File: src/rtl/ps2_host_tx_if.sv
// Command-byte transmit handshake plus the PS/2 pad-facing clock/data signals.
interface ps2_host_tx_if;
    logic [7:0] tx_byte;
    logic       tx_start;
    logic       tx_busy;
    logic       tx_done;
    logic       tx_error;
    logic       ps2_clk_in;
    logic       ps2_data_in;
    logic       ps2_clk_oe;
    logic       ps2_data_oe;

    modport master (
        output tx_byte, tx_start, ps2_clk_in, ps2_data_in,
        input  tx_busy, tx_done, tx_error, ps2_clk_oe, ps2_data_oe
    );

    modport slave (
        input  tx_byte, tx_start, ps2_clk_in, ps2_data_in,
        output tx_busy, tx_done, tx_error, ps2_clk_oe, ps2_data_oe
    );
endinterface

File: src/rtl/ps2_host_tx.sv
// PS/2 host-to-device transmitter: inhibits the bus, requests to send, then
// shifts one command byte out on device-generated clock edges and checks the ACK.
module ps2_host_tx #(
    parameter int unsigned INHIBIT_CYCLES = 3000,
    parameter int unsigned RTS_CYCLES     = 16,
    parameter int unsigned TIMEOUT_CYCLES = 375000,
    parameter int unsigned TIMER_WIDTH    = 19
) (
    input  logic         px_clk,
    input  logic         clr,
    ps2_host_tx_if.slave bus
);

    localparam int unsigned BITCNT_WIDTH = 4;

    localparam logic [TIMER_WIDTH-1:0]  INHIBIT_LAST = TIMER_WIDTH'(INHIBIT_CYCLES - 1);
    localparam logic [TIMER_WIDTH-1:0]  RTS_LAST     = TIMER_WIDTH'(RTS_CYCLES - 1);
    localparam logic [TIMER_WIDTH-1:0]  TIMEOUT_LAST = TIMER_WIDTH'(TIMEOUT_CYCLES - 1);
    localparam logic [TIMER_WIDTH-1:0]  TIMER_MAX    = '1;
    localparam logic [BITCNT_WIDTH-1:0] LAST_DATA    = BITCNT_WIDTH'(8);

    localparam logic [2:0] ST_IDLE      = 3'd0;
    localparam logic [2:0] ST_INHIBIT   = 3'd1;
    localparam logic [2:0] ST_RTS       = 3'd2;
    localparam logic [2:0] ST_SHIFT     = 3'd3;
    localparam logic [2:0] ST_ACK       = 3'd4;
    localparam logic [2:0] ST_WAIT_IDLE = 3'd5;

    logic [2:0]              state,   state_nxt;
    logic [TIMER_WIDTH-1:0]  timer,   timer_nxt;
    logic [TIMER_WIDTH-1:0]  timer_inc;
    logic [BITCNT_WIDTH-1:0] bitcnt,  bitcnt_nxt;
    logic [7:0]              shreg,   shreg_nxt;
    logic                    parity,  parity_nxt;
    logic                    busy_r,  busy_nxt;
    logic                    done_r,  done_nxt;
    logic                    error_r, error_nxt;
    logic                    clk_oe_r,  clk_oe_nxt;
    logic                    data_oe_r, data_oe_nxt;

    logic clk_meta, clk_sync, clk_prev;
    logic data_meta, data_sync;
    logic clk_fall;
    logic watched;

    // Two-flop synchronizers on the raw pads; idle bus level is high.
    always_ff @(posedge px_clk) begin
        if (clr) begin
            clk_meta  <= 1'b1;
            clk_sync  <= 1'b1;
            clk_prev  <= 1'b1;
            data_meta <= 1'b1;
            data_sync <= 1'b1;
        end else begin
            clk_meta  <= bus.ps2_clk_in;
            clk_sync  <= clk_meta;
            clk_prev  <= clk_sync;
            data_meta <= bus.ps2_data_in;
            data_sync <= data_meta;
        end
    end

    assign clk_fall  = clk_prev & ~clk_sync;
    assign timer_inc = (timer == TIMER_MAX) ? timer : timer + TIMER_WIDTH'(1);
    assign watched   = (state == ST_SHIFT) || (state == ST_ACK) || (state == ST_WAIT_IDLE);

    // State and registered-output update.
    always_ff @(posedge px_clk) begin
        if (clr) begin
            state     <= ST_IDLE;
            timer     <= '0;
            bitcnt    <= '0;
            shreg     <= '0;
            parity    <= 1'b0;
            busy_r    <= 1'b0;
            done_r    <= 1'b0;
            error_r   <= 1'b0;
            clk_oe_r  <= 1'b0;
            data_oe_r <= 1'b0;
        end else begin
            state     <= state_nxt;
            timer     <= timer_nxt;
            bitcnt    <= bitcnt_nxt;
            shreg     <= shreg_nxt;
            parity    <= parity_nxt;
            busy_r    <= busy_nxt;
            done_r    <= done_nxt;
            error_r   <= error_nxt;
            clk_oe_r  <= clk_oe_nxt;
            data_oe_r <= data_oe_nxt;
        end
    end

    // Next-state logic; line drive is decided from the state being entered.
    always_comb begin
        state_nxt   = state;
        timer_nxt   = timer;
        bitcnt_nxt  = bitcnt;
        shreg_nxt   = shreg;
        parity_nxt  = parity;
        done_nxt    = 1'b0;
        error_nxt   = 1'b0;
        clk_oe_nxt  = 1'b0;
        data_oe_nxt = data_oe_r;

        case (state)
            ST_IDLE: begin
                data_oe_nxt = 1'b0;
                if (bus.tx_start) begin
                    shreg_nxt  = bus.tx_byte;
                    parity_nxt = ~^bus.tx_byte;
                    timer_nxt  = '0;
                    clk_oe_nxt = 1'b1;
                    state_nxt  = ST_INHIBIT;
                end
            end
            ST_INHIBIT: begin
                clk_oe_nxt  = 1'b1;
                data_oe_nxt = 1'b0;
                timer_nxt   = timer_inc;
                if (timer == INHIBIT_LAST) begin
                    timer_nxt   = '0;
                    data_oe_nxt = 1'b1;
                    state_nxt   = ST_RTS;
                end
            end
            ST_RTS: begin
                clk_oe_nxt  = 1'b1;
                data_oe_nxt = 1'b1;
                timer_nxt   = timer_inc;
                if (timer == RTS_LAST) begin
                    timer_nxt  = '0;
                    bitcnt_nxt = '0;
                    clk_oe_nxt = 1'b0;
                    state_nxt  = ST_SHIFT;
                end
            end
            ST_SHIFT: begin
                timer_nxt = timer_inc;
                if (clk_fall) begin
                    timer_nxt  = '0;
                    bitcnt_nxt = bitcnt + BITCNT_WIDTH'(1);
                    if (bitcnt < LAST_DATA) begin
                        data_oe_nxt = ~shreg[0];
                        shreg_nxt   = {1'b0, shreg[7:1]};
                    end else if (bitcnt == LAST_DATA) begin
                        data_oe_nxt = ~parity;
                    end else begin
                        data_oe_nxt = 1'b0;
                        state_nxt   = ST_ACK;
                    end
                end
            end
            ST_ACK: begin
                timer_nxt = timer_inc;
                if (clk_fall) begin
                    timer_nxt = '0;
                    if (data_sync) begin
                        error_nxt = 1'b1;
                        state_nxt = ST_IDLE;
                    end else begin
                        state_nxt = ST_WAIT_IDLE;
                    end
                end
            end
            ST_WAIT_IDLE: begin
                timer_nxt = clk_fall ? '0 : timer_inc;
                if (clk_sync && data_sync) begin
                    done_nxt  = 1'b1;
                    state_nxt = ST_IDLE;
                end
            end
            default: begin
                data_oe_nxt = 1'b0;
                state_nxt   = ST_IDLE;
            end
        endcase

        // Device stalled too long between clock edges: abandon the frame.
        if (watched && !clk_fall && (timer == TIMEOUT_LAST) && (state_nxt != ST_IDLE)) begin
            error_nxt = 1'b1;
            state_nxt = ST_IDLE;
        end

        if (state_nxt == ST_IDLE) begin
            clk_oe_nxt  = 1'b0;
            data_oe_nxt = 1'b0;
        end
        busy_nxt = (state_nxt != ST_IDLE);
    end

    assign bus.tx_busy     = busy_r;
    assign bus.tx_done     = done_r;
    assign bus.tx_error    = error_r;
    assign bus.ps2_clk_oe  = clk_oe_r;
    assign bus.ps2_data_oe = data_oe_r;

endmodule

File: src/flat_wrapper.sv
// flat-port wrapper written by rule: the top's interface ports become plain ports
module ps2_host_tx_flat 
#(
    parameter int unsigned INHIBIT_CYCLES = 3000,
    parameter int unsigned RTS_CYCLES     = 16,
    parameter int unsigned TIMEOUT_CYCLES = 375000,
    parameter int unsigned TIMER_WIDTH    = 19
)
  (px_clk, clr, bus_tx_byte, bus_tx_start, bus_ps2_clk_in, bus_ps2_data_in, bus_tx_busy, bus_tx_done, bus_tx_error, bus_ps2_clk_oe, bus_ps2_data_oe);
  ps2_host_tx_if bus_i ();
  input  logic px_clk;
  input  logic clr;
  input wire logic [$bits(bus_i.tx_byte)-1:0] bus_tx_byte;
  input wire logic [$bits(bus_i.tx_start)-1:0] bus_tx_start;
  input wire logic [$bits(bus_i.ps2_clk_in)-1:0] bus_ps2_clk_in;
  input wire logic [$bits(bus_i.ps2_data_in)-1:0] bus_ps2_data_in;
  output wire logic [$bits(bus_i.tx_busy)-1:0] bus_tx_busy;
  output wire logic [$bits(bus_i.tx_done)-1:0] bus_tx_done;
  output wire logic [$bits(bus_i.tx_error)-1:0] bus_tx_error;
  output wire logic [$bits(bus_i.ps2_clk_oe)-1:0] bus_ps2_clk_oe;
  output wire logic [$bits(bus_i.ps2_data_oe)-1:0] bus_ps2_data_oe;
  assign bus_i.tx_byte = bus_tx_byte;
  assign bus_i.tx_start = bus_tx_start;
  assign bus_i.ps2_clk_in = bus_ps2_clk_in;
  assign bus_i.ps2_data_in = bus_ps2_data_in;
  assign bus_tx_busy = bus_i.tx_busy;
  assign bus_tx_done = bus_i.tx_done;
  assign bus_tx_error = bus_i.tx_error;
  assign bus_ps2_clk_oe = bus_i.ps2_clk_oe;
  assign bus_ps2_data_oe = bus_i.ps2_data_oe;
  ps2_host_tx #(.INHIBIT_CYCLES(INHIBIT_CYCLES), .RTS_CYCLES(RTS_CYCLES), .TIMEOUT_CYCLES(TIMEOUT_CYCLES), .TIMER_WIDTH(TIMER_WIDTH)) u_core (.px_clk(px_clk), .clr(clr), .bus(bus_i));
endmodule
File: config.mk
export PLATFORM = sky130hd
export DESIGN_NAME = ps2_host_tx_flat
export DESIGN_NICKNAME = d
export VERILOG_FILES = /design/src/rtl/ps2_host_tx_if.sv /design/src/rtl/ps2_host_tx.sv /design/src/flat_wrapper.sv
export SDC_FILE = /design/constraint.sdc
export NUM_CORES = 1
export LEC_CHECK = 0
export ABC_AREA = 0
export BUFFER_PORTS_ARGS = -buffer_cell sky130_fd_sc_hd__clkbuf_2
export CORE_ASPECT_RATIO = 0.9
export CORE_UTILIZATION = 34
export CTS_CLUSTER_SIZE = 24
export DETAILED_ROUTE_END_ITERATION = 7
export SLEW_MARGIN = 30
export SYNTH_ARGS = -nofsm -noshare
export SYNTH_HDL_FRONTEND = slang
export SYNTH_SLANG_ARGS = --single-unit
File: constraint.sdc
create_clock -name px_clk -period 5.88 [get_ports px_clk]
set_input_delay 0.588 -clock px_clk [delete_from_list [all_inputs] [get_ports px_clk]]
set_output_delay 0.588 -clock px_clk [all_outputs]
set_load 0.005 [all_outputs]
## Yosys cells after proc, flatten, opt, wreduce, memory -nomap -nowiden

Cells that the tools add are included.
Widths: inputs -> output; s select.

| storage, ports and cells | value |
|---|---|
| register bits after elaboration | 45 |
| input bits | 13 |
| output and inout port bits | 5 |
| word-level logic and storage cells | 99 |

| cells by class | value |
|---|---|
| add/sub/neg operators | 2 |
| magnitude comparators | 1 |
| eq/ne operators | 14 |
| muxes and demuxes | 37 |
| bitwise gates (word level) | 6 |
| reduce and logical (&&, ||, !) cells | 24 |

Operator list:

| cell | number |
|---|---|
| $mux 19 | 5 |
| $pmux 19 s4 | 1 |
| $eq 19x19->1 const B | 2 |
| $mux 3 | 10 |
| $mux 8 | 3 |
| $add 19x1->19 const B | 1 |
| $eq 19x12->1 const B | 1 |
| $eq 19x4->1 const B | 1 |
| $pmux 3 s6 | 1 |
| $pmux 8 s2 | 1 |
| $mux 1 | 11 |
| $mux 4 | 2 |
| $pmux 4 s2 | 1 |
| $reduce_xnor 8->1 | 1 |
| $eq 3x2->1 const B | 2 |
| $eq 3x3->1 const B | 2 |
| $logic_not 3->1 | 2 |
| $reduce_and 2->1 | 3 |
| $reduce_bool 3->1 | 2 |
| $reduce_or 2->1 | 3 |
| $not 1->1 | 5 |
| $add 4x1->4 const B | 1 |
| $eq 4x4->1 const B | 1 |
| $logic_and 1x1->1 | 4 |
| other kinds (14) | 18 |

## Depth between registers and ports, before layout

Gate-level depths: netlist of run 1.

| depth | value |
|---|---|
| depth after elaboration | 10 |
| gate-level depth with buffers | 9 |
| gate-level depth less buffers | 7 |

## Least setup slack after synthesis of run 1

Ideal clock, no wire load.

| timing | value |
|---|---|
| kind | input to register |
| start | input bus_tx_start |
| end | register u_core.timer[18] |
| setup time | 0.064 ns |
| arrival time | 1.830 ns |
| data required time | 5.816 ns |
| path slack | 3.986 ns |
| stages | 7 |
| path buffers | 3 |
| cell sequence | or4_4 and2_4 buf_6 a41o_1 buf_6 buf_8 nor2_4 |

| on the way | value |
|---|---|
| cells in the longest elaborated chain, start to end | 2 |

RTL lines:

| element | RTL line | source |
|---|---|---|
| start: declaration | flat_wrapper.sv:14 | `input wire logic [$bits(bus_i.tx_start)-1:0] bus_tx_start;` |
| $ne 2x2->1 (no line) | - |  |
| $reduce_and 2->1 (no line) | - |  |
| end signal: assignment | ps2_host_tx.sv:82 | `timer <= timer_nxt;` |
| end: declaration | ps2_host_tx.sv:30 | `logic [TIMER_WIDTH-1:0] timer, timer_nxt;` |

Every way passes these cells.
A chain may end at the register's enable or synchronous reset.

## Worst setup path after layout of run 1

| timing | value |
|---|---|
| start | register u_core.state[0] |
| end | register u_core.timer[17] |

| on the way | value |
|---|---|
| cells in the longest elaborated chain, start to end | 4 |
| elaborated cells between the ends (all ways) | 11 |
| those cells by class | eq/ne: 6; mux: 1; reduce/logical: 4 |

RTL lines:

| element | RTL line | source |
|---|---|---|
| start: declaration | ps2_host_tx.sv:29 | `logic [2:0] state, state_nxt;` |
| start signal: assignment | ps2_host_tx.sv:81 | `state <= state_nxt;` |
| $eq 3x3->1 or $eq 3x2->1 (tied branches) | ps2_host_tx.sv:106 | `case (state)` |
| $reduce_or 3->1 (no line) | - |  |
| $reduce_bool 4->1 (no line) | - |  |
| $reduce_and 2->1 (no line) | - |  |

Several ways; a longest one is shown, not always the timed one.

==> results of run 1 <==
## path summary, 6_finish.rpt
path / to / from / slack [ps] / depth (start not counted)
max: u_core.timer[17] / u_core.state[0] / 3470 / 5
min: u_core.data_sync / u_core.data_meta / 410 / 1
max reg2reg: u_core.timer[17] / u_core.state[0] / 3470 / 5
min reg2reg: u_core.data_sync / u_core.data_meta / 410 / 1
## logic make-up after synthesis
group | count (synthesis) | synth area share (%)
AOI/OAI and AO/OA | 70 | 19.5
xor gates and xnor gates | 14 | 4.85
adders and majority gates | 3 | 1.49
buffers and inverters | 24 | 6.14
DFF | 45 | 35.7
muxes | 10 | 3.96
and+or+nand+nor | 122 | 28.4
## flip-flops by register name, indices dropped and copies added, names as in the netlist, 3 cells and up
register,flops
u_core.shreg,8
u_core.timer,19
u_core.state,3
u_core.bitcnt,4
## metrics by stage
step	setup WS (ps)	hold slack, ps
4_1_cts	3460	416
3_3_place_gp	3240	392
2_1_floorplan	3990	389
6_report	3470	415
5_1_grt	3260	436
3_5_place_dp	3490	394
## power by group through the flow
stage                     registers [mW]  logic (mW)  clock network (mW)
after floorplan                    0.326      0.0509                   0
after global placement             0.328      0.0590                   0
final                              0.321      0.0596               0.195
after CTS                          0.321      0.0599               0.203
after detailed placement           0.329      0.0594                   0
after global routing               0.323      0.0672               0.216
## area by class of cell
type                       count  area (um^2)
clock buffer                   5         68.8
clock inverter                 3         21.3
fill                         763         4420
inverter                       8         30.0
multi-input combinational    219         1470
sequential                    45          901
tap                           93          116
timing repair buffer          17         85.1
## per-layer routing
layer / routed length, um / vias up / GRT usage [%] / part of all wire [%]
li1: - / 1073 / - / -
met1: 2780 / 987 / 22.3 / 53
met2: 2090 / 54 / 20.5 / 40
met3: 236 / 11 / 3.01 / 4.5
met4: 100 / 0 / 5.59 / 1.9
met5: 0 / - / 0 / 0
## synthesized netlist by cell type, types with 3 or more instances
cell,instances
o31ai_1,4
mux2i_1,10
a21oi_1,18
nand2b_1,5
a211oi_1,8
buf_6,6
clkbuf_1,4
ha_1,3
nand4_1,7
or4_1,4
o21ai_1,4
o21ai_0,7
inv_1,7
or3_1,5
a2111oi_1,3
nor2_4,7
a31oi_1,6
buf_2,4
o21a_1,3
and3_1,6
or2_2,5
dfxtp_1,45
nand3_1,10
nor2_1,18
xnor2_1,14
nor3_1,10
nor2_2,3
and4_1,3
and2_1,3
nand2_1,23
==> summary.md, run 1 <==
| Metric | Value |
|---|---|
| Outcome | `completed` |
| Vias in the first global route | `1,916` |
| Layout net count | `312` |
| Final Setup Violations | `0` |
| Logic pwr share | `10.3%` |
| Post-synthesis sequential area ratio | `35.7%` |
| DP Wirelength | `3.80 mm` |
| Share of flip-flops with an asynchronous set or reset | `0%` |
| Most area-hungry cell type in the Yosys netlist | `dfxtp_1` |
| CP Class | `register to register` |
| Sw Share | `26.4%` |
| Placed insts | `382` |
| CTS Buf Count | `5` |
| Gr usage total | `14.8%` |
| Drt pass-1 iters | `4` |
| Tightest Pin Transition | `767 ps` |
| Routed Antenna Nets | `0` |
| Max Cap Viol | `0` |
| Max clock buf depth | `2` |
| CTS clk-pin slew, worst paths | `90 ps` |
| CTS tree | `done` |
| Die ar. | `7780 um^2` |
| DP Area | `2600 um^2` |
| Avg WL per Cell | `13.3 um` |
| Area growth syn-to-layout | `6.64%` |
| Synthesized netlist cell count | `288` |
| Resized Gates After CTS | `0` |
| Max-slew violations | `0` |
| Yosys cell types | `58` |
| Synthesized Nets | `304` |
| CP delay by family, top | `simple AND/OR/NAND/NOR gates` |
| Share of post-route cells with drive strength above 1 | `18.2%` |
| Total grt overflow | `0` |
| Clock sinks | `45` |
| Predominant post-synthesis flop cell | `dfxtp_1` |
| CP max-delay cell | `nand3b_1` |
| Period minus WS final | `2410 ps` |
| Sequential Power Share | `55.8%` |
| Vias/cell | `5.45` |
| Total power | `0.576 mW` |
| Mapped Avg Cell Area | `8.77 um^2` |
| Fmax | `0.414 GHz` |
| Crit-path max FO | `19` |
| Starting Density | `35.5%` |
| Most frequent cells in the layout | `45 x dfxtp_1, 23 x nand2_1, 18 x nor2_1, 18 x a21oi_1, 17 x clkbuf_2` |
| CP max stage delay | `640 ps` |
| Crit path cell chain | `nand3b_1, nand2_1, nand2_1, a41o_2, a311oi_2` |
| DRC | `0` |
| First-pass GRT wire length | `9.31 mm` |
| Worst EP arrival | `2630 ps` |
| Die Ht | `83.8 um` |
| Row Count | `29` |
| Synth top area cells | `dfxtp_1 36%, xnor2_1 4.9%, mux2i_1 4.0%` |
| Chip width | `92.9 um` |
| Clk_skew | `6.75 ps` |
| Post-route design area | `2690 um^2` |
| Max H-tree Level | `2` |
| P_int | `0.424 mW` |
| Psw | `0.152 mW` |
| Root Buffer | `clkbuf_8` |
| Post-Route WL | `5.21 mm` |
| #FFs+latches synth | `45` |
| Clk network pwr share | `33.9%` |
| Post-synth EDFFs | `0` |
| Pwr per Cell Area | `214 nW/um^2` |
| Final cell count without fillers | `390` |
| Port Buffer Count | `17` |
| Clock latency at the later pin of the worst-skew pair | `300 ps` |
| Initial antenna violation count | `0` |
| Worst VDD drop | `0.000151 V` |
| Final Core Density | `37.9%` |
| Postcts setup bufs | `0` |
| Final Hold Vio Count | `0` |
| Io pins | `18` |
| Crit share post-route | `41.1%` |
| Synth warn | `0` |
| Setup TNS Final | `0 ps` |
| Antenna diodes | `0` |
| Worst Hold Class | `register to register` |
| RSZ-0062 raised after global routing | `false` |
| Slew headroom | `48.7%` |
| CP most frequent cell | `nand2_1` |
| Vias | `2,125` |
| Cell Area, Synth | `2530 um^2` |
| Placer congestion estimate | `0.814` |
| Worst Path Required | `6090 ps` |
| Crit path buffers/inverters | `0` |
| Core area | `7110 um^2` |
| Initial DRC Count | `156` |
| Most common cell after layout, fill and taps aside | `dfxtp_1` |
| Pleak | `0.940 nW` |
| Area share of the largest cell type after synthesis | `35.7%` |
| CP Capture Type | `register` |
| Largest net degree at the start of global routing | `22` |
| Cts hold-fix bufs | `0` |
| Critical Path Start Type | `register` |
(Power assumes the default switching activity.)
==> run 2, diff against run 1 <==
==> constraint.sdc (replaced) <==
create_clock -name px_clk -period 2 [get_ports px_clk]
set_input_delay 0.2 -clock px_clk [delete_from_list [all_inputs] [get_ports px_clk]]
set_output_delay 0.2 -clock px_clk [all_outputs]
set_load 0.005 [all_outputs]
==> run 2 against run 1 <==
Effect of this change:
- non-clock buffer count increased by 18
- clock power increased to 3.6 times the previous value
- setup slack got worse by 3300 ps
- via count increased by 1.4%
- wire length increased by 3.7%
- clock skew increased by 3.6 ps
- first-iteration DRC count decreased by 33%
- critical path depth increased by 2
- total power increased to 3.2 times the previous value
- maximum frequency increased by 30%
- design area increased by 7.2%
- sequential share of layout area decreased by 2.3 points
- critical endpoint unchanged
==> summary.md, run 2 (synthesis gave the netlist of run 1 again) <==
| Metric | Value |
|---|---|
| Outcome | `completed (unchanged)` |
| Root Buffer | `clkbuf_8 (unchanged)` |
| Crit share post-route | `92.7% (was 41.1%)` |
| Vias | `2,155 (was 2,125)` |
| WHS | `68.6 ps (was 415 ps)` |
| CTS tree | `done (unchanged)` |
| Largest registers | `u_core.timer x19, u_core.shreg x8, u_core.bitcnt x4 (unchanged)` |
| Period minus WS final | `1850 ps (was 2410 ps)` |
| Slew headroom | `69.6% (was 48.7%)` |
| First-pass GRT wire length | `9.58 mm (was 9.31 mm)` |
| Vias in the first global route | `2,029 (was 1,916)` |
| Sequential Power Share | `50.9% (was 55.8%)` |
| Max clock buf depth | `2 (unchanged)` |
| Avg WL per Cell | `13.2 um (was 13.3 um)` |
| Placer congestion estimate | `0.874 (was 0.814)` |
| Area growth syn-to-layout | `14.4% (was 6.64%)` |
| Worst VDD drop | `0.000273 V (was 0.000151 V)` |
| Tightest Pin Transition | `455 ps (was 767 ps)` |
| RSZ-0062 raised after global routing | `false (unchanged)` |
| Layout net count | `330 (was 312)` |
| Port Buffer Count | `17 (unchanged)` |
| Final Hold Vio Count | `0 (unchanged)` |
| Logic pwr share | `10.8% (was 10.3%)` |
| Core area | `7110 um^2 (unchanged)` |
| CP Capture Type | `register (unchanged)` |
| Final Setup Violations | `0 (unchanged)` |
| CP startpoint | `u_core.timer[0] (was u_core.state[0])` |
| Clock latency at the later pin of the worst-skew pair | `310 ps (was 300 ps)` |
| CP max stage delay | `370 ps (was 640 ps)` |
| Initial DRC Count | `105 (was 156)` |
| Clk_skew | `10.4 ps (was 6.75 ps)` |
| Cts hold-fix bufs | `0 (unchanged)` |
| Initial antenna violation count | `0 (unchanged)` |
| Clk network pwr share | `38.3% (was 33.9%)` |
| Crit-path max FO | `19 (unchanged)` |
| Pwr per Cell Area | `641 nW/um^2 (was 214 nW/um^2)` |
| Worst EP arrival | `2030 ps (was 2630 ps)` |
| Chip width | `92.9 um (unchanged)` |
| CP max-delay cell | `dfxtp_1 (was nand3b_1)` |
| Total grt overflow | `0 (unchanged)` |
| Max-slew violations | `0 (unchanged)` |
| Max Cap Viol | `0 (unchanged)` |
| Row Count | `29 (unchanged)` |
| Drt pass-1 iters | `4 (unchanged)` |
| Post-Route WL | `5.40 mm (was 5.21 mm)` |
| Fmax | `0.539 GHz (was 0.414 GHz)` |
| Critical Path Start Type | `register (unchanged)` |
| Sw Share | `24.9% (was 26.4%)` |
| Hold path startpoint | `bus_ps2_clk_in (was u_core.data_meta)` |
| Gr usage total | `15.2% (was 14.8%)` |
| Largest register FFs | `19 (unchanged)` |
| Routed Antenna Nets | `0 (unchanged)` |
| CTS clk-pin slew, worst paths | `100 ps (was 90 ps)` |
| Setup TNS Final | `0 ps (unchanged)` |
| Max H-tree Level | `2 (unchanged)` |
| Psw | `0.461 mW (was 0.152 mW)` |
| Most common cell after layout, fill and taps aside | `dfxtp_1 (unchanged)` |
| Reg2Reg Launch Point | `u_core.timer[0] (was u_core.state[0])` |
| Io pins | `18 (unchanged)` |
| Worst Hold Class | `primary input to register (was register to register)` |
| Crit path cell chain | `ha_1, and4_1, nand2_1, o31ai_4, a41o_1, buf_12, a311oi_2 (was nand3b_1, nand2_1, nand2_1, a41o_2, a311oi_2)` |
| Share of post-route cells with drive strength above 1 | `23.2% (was 18.2%)` |
| Most frequent cells in the layout | `45 x dfxtp_1, 23 x nand2_1, 18 x nor2_1, 18 x a21oi_1 (was 45 x dfxtp_1, 23 x nand2_1, 18 x nor2_1, 18 x a21oi_1, 17 x clkbuf_2)` |
| Vias/cell | `5.28 (was 5.45)` |
| Largest Register | `u_core.timer (unchanged)` |
| Antenna diodes | `0 (unchanged)` |
| CP Class | `register to register (unchanged)` |
| DRC | `0 (unchanged)` |
| Die ar. | `7780 um^2 (unchanged)` |
| Worst Path Required | `2170 ps (was 6090 ps)` |
| Pleak | `1.07 nW (was 0.940 nW)` |
| Clock sinks | `45 (unchanged)` |
| P_int | `1.39 mW (was 0.424 mW)` |
| CTS Buf Count | `5 (unchanged)` |
| Die Ht | `83.8 um (unchanged)` |
| DP Wirelength | `3.99 mm (was 3.80 mm)` |
| Largest net degree at the start of global routing | `22 (unchanged)` |
| Starting Density | `35.5% (unchanged)` |
==> run 2: changes by cell type in the layout (fill, tap and decap cells not counted), sizes merged <==
cell,change
bufinv,+1
buf,+18
inv,-1
==> run 2: worst max-delay path: cells and delay by family, from the launching register on <==
kind                       cells  cell delay, ps
AOI/OAI and AO/OA              3             570
DFF                            1             370
and+or+nand+nor                2             330
adders and majority gates      1             250
buffers and inverters          1             200
==> run 2: cell type report <==
cell class | count | area, um^2
Clock inverter | 3 | 46.3
Multi-Input combinational cell | 219 | 1490
Sequential cell | 45 | 901
Fill cell | 748 | 4220
Timing Repair Buffer | 35 | 233
Inverter | 8 | 30.0
Clock buffer | 5 | 68.8
Tap cell | 93 | 116
==> run 2: final timing paths <==
| kind | to | cells past startpoint | slack [ps] |
|---|---|---|---|
| worst max-delay path | u_core.timer[17] | 7 | 150 |
| worst max register to register | u_core.timer[17] | 7 | 150 |
| worst min register to register | u_core.data_sync | 1 | 410 |
| worst min-delay path | u_core.clk_meta | 2 | 70 |
==> run 2: routing by layer <==
| metal | part of all wire [%] | track usage [%] | vias up |
|---|---|---|---|
| li1 | - | - | 1110 |
| met1 | 52 | 22.6 | 992 |
| met2 | 43 | 21.8 | 49 |
| met3 | 4.5 | 2.73 | 4 |
| met4 | 0.70 | 5.03 | 0 |
| met5 | 0 | 0 | - |
==> run 2: per-stage QoR <==
stage	instances	util (%)	instance area [um^2]	worst slack [ps]	power (mW)
finish	408	40.6	2890	146	1.85
global route	408	40.6	2890	4.02	1.94
CTS	407	40.2	2860	55.7	1.87
detailed placement	399	38.6	2740	68.1	1.16
global placement	399	38.6	2740	117	1.16
floorplan	288	-	2530	132	1.11
==> run 2: power groups by stage <==
| stage | Combinational (mW) | Clock [mW] | Sequential, mW |
|---|---|---|---|
| floorplan | 0.150 | 0 | 0.959 |
| global placement | 0.196 | 0 | 0.963 |
| detailed placement | 0.198 | 0 | 0.964 |
| CTS | 0.199 | 0.730 | 0.943 |
| global route | 0.222 | 0.768 | 0.947 |
| finish | 0.199 | 0.710 | 0.943 |
==> run 2: timing repair <==
item                                   CTS  global route
resized for setup                        0             4
setup buffers                            0             1
endpoints found under the hold margin    0             0
setup endpoints to repair                0             5
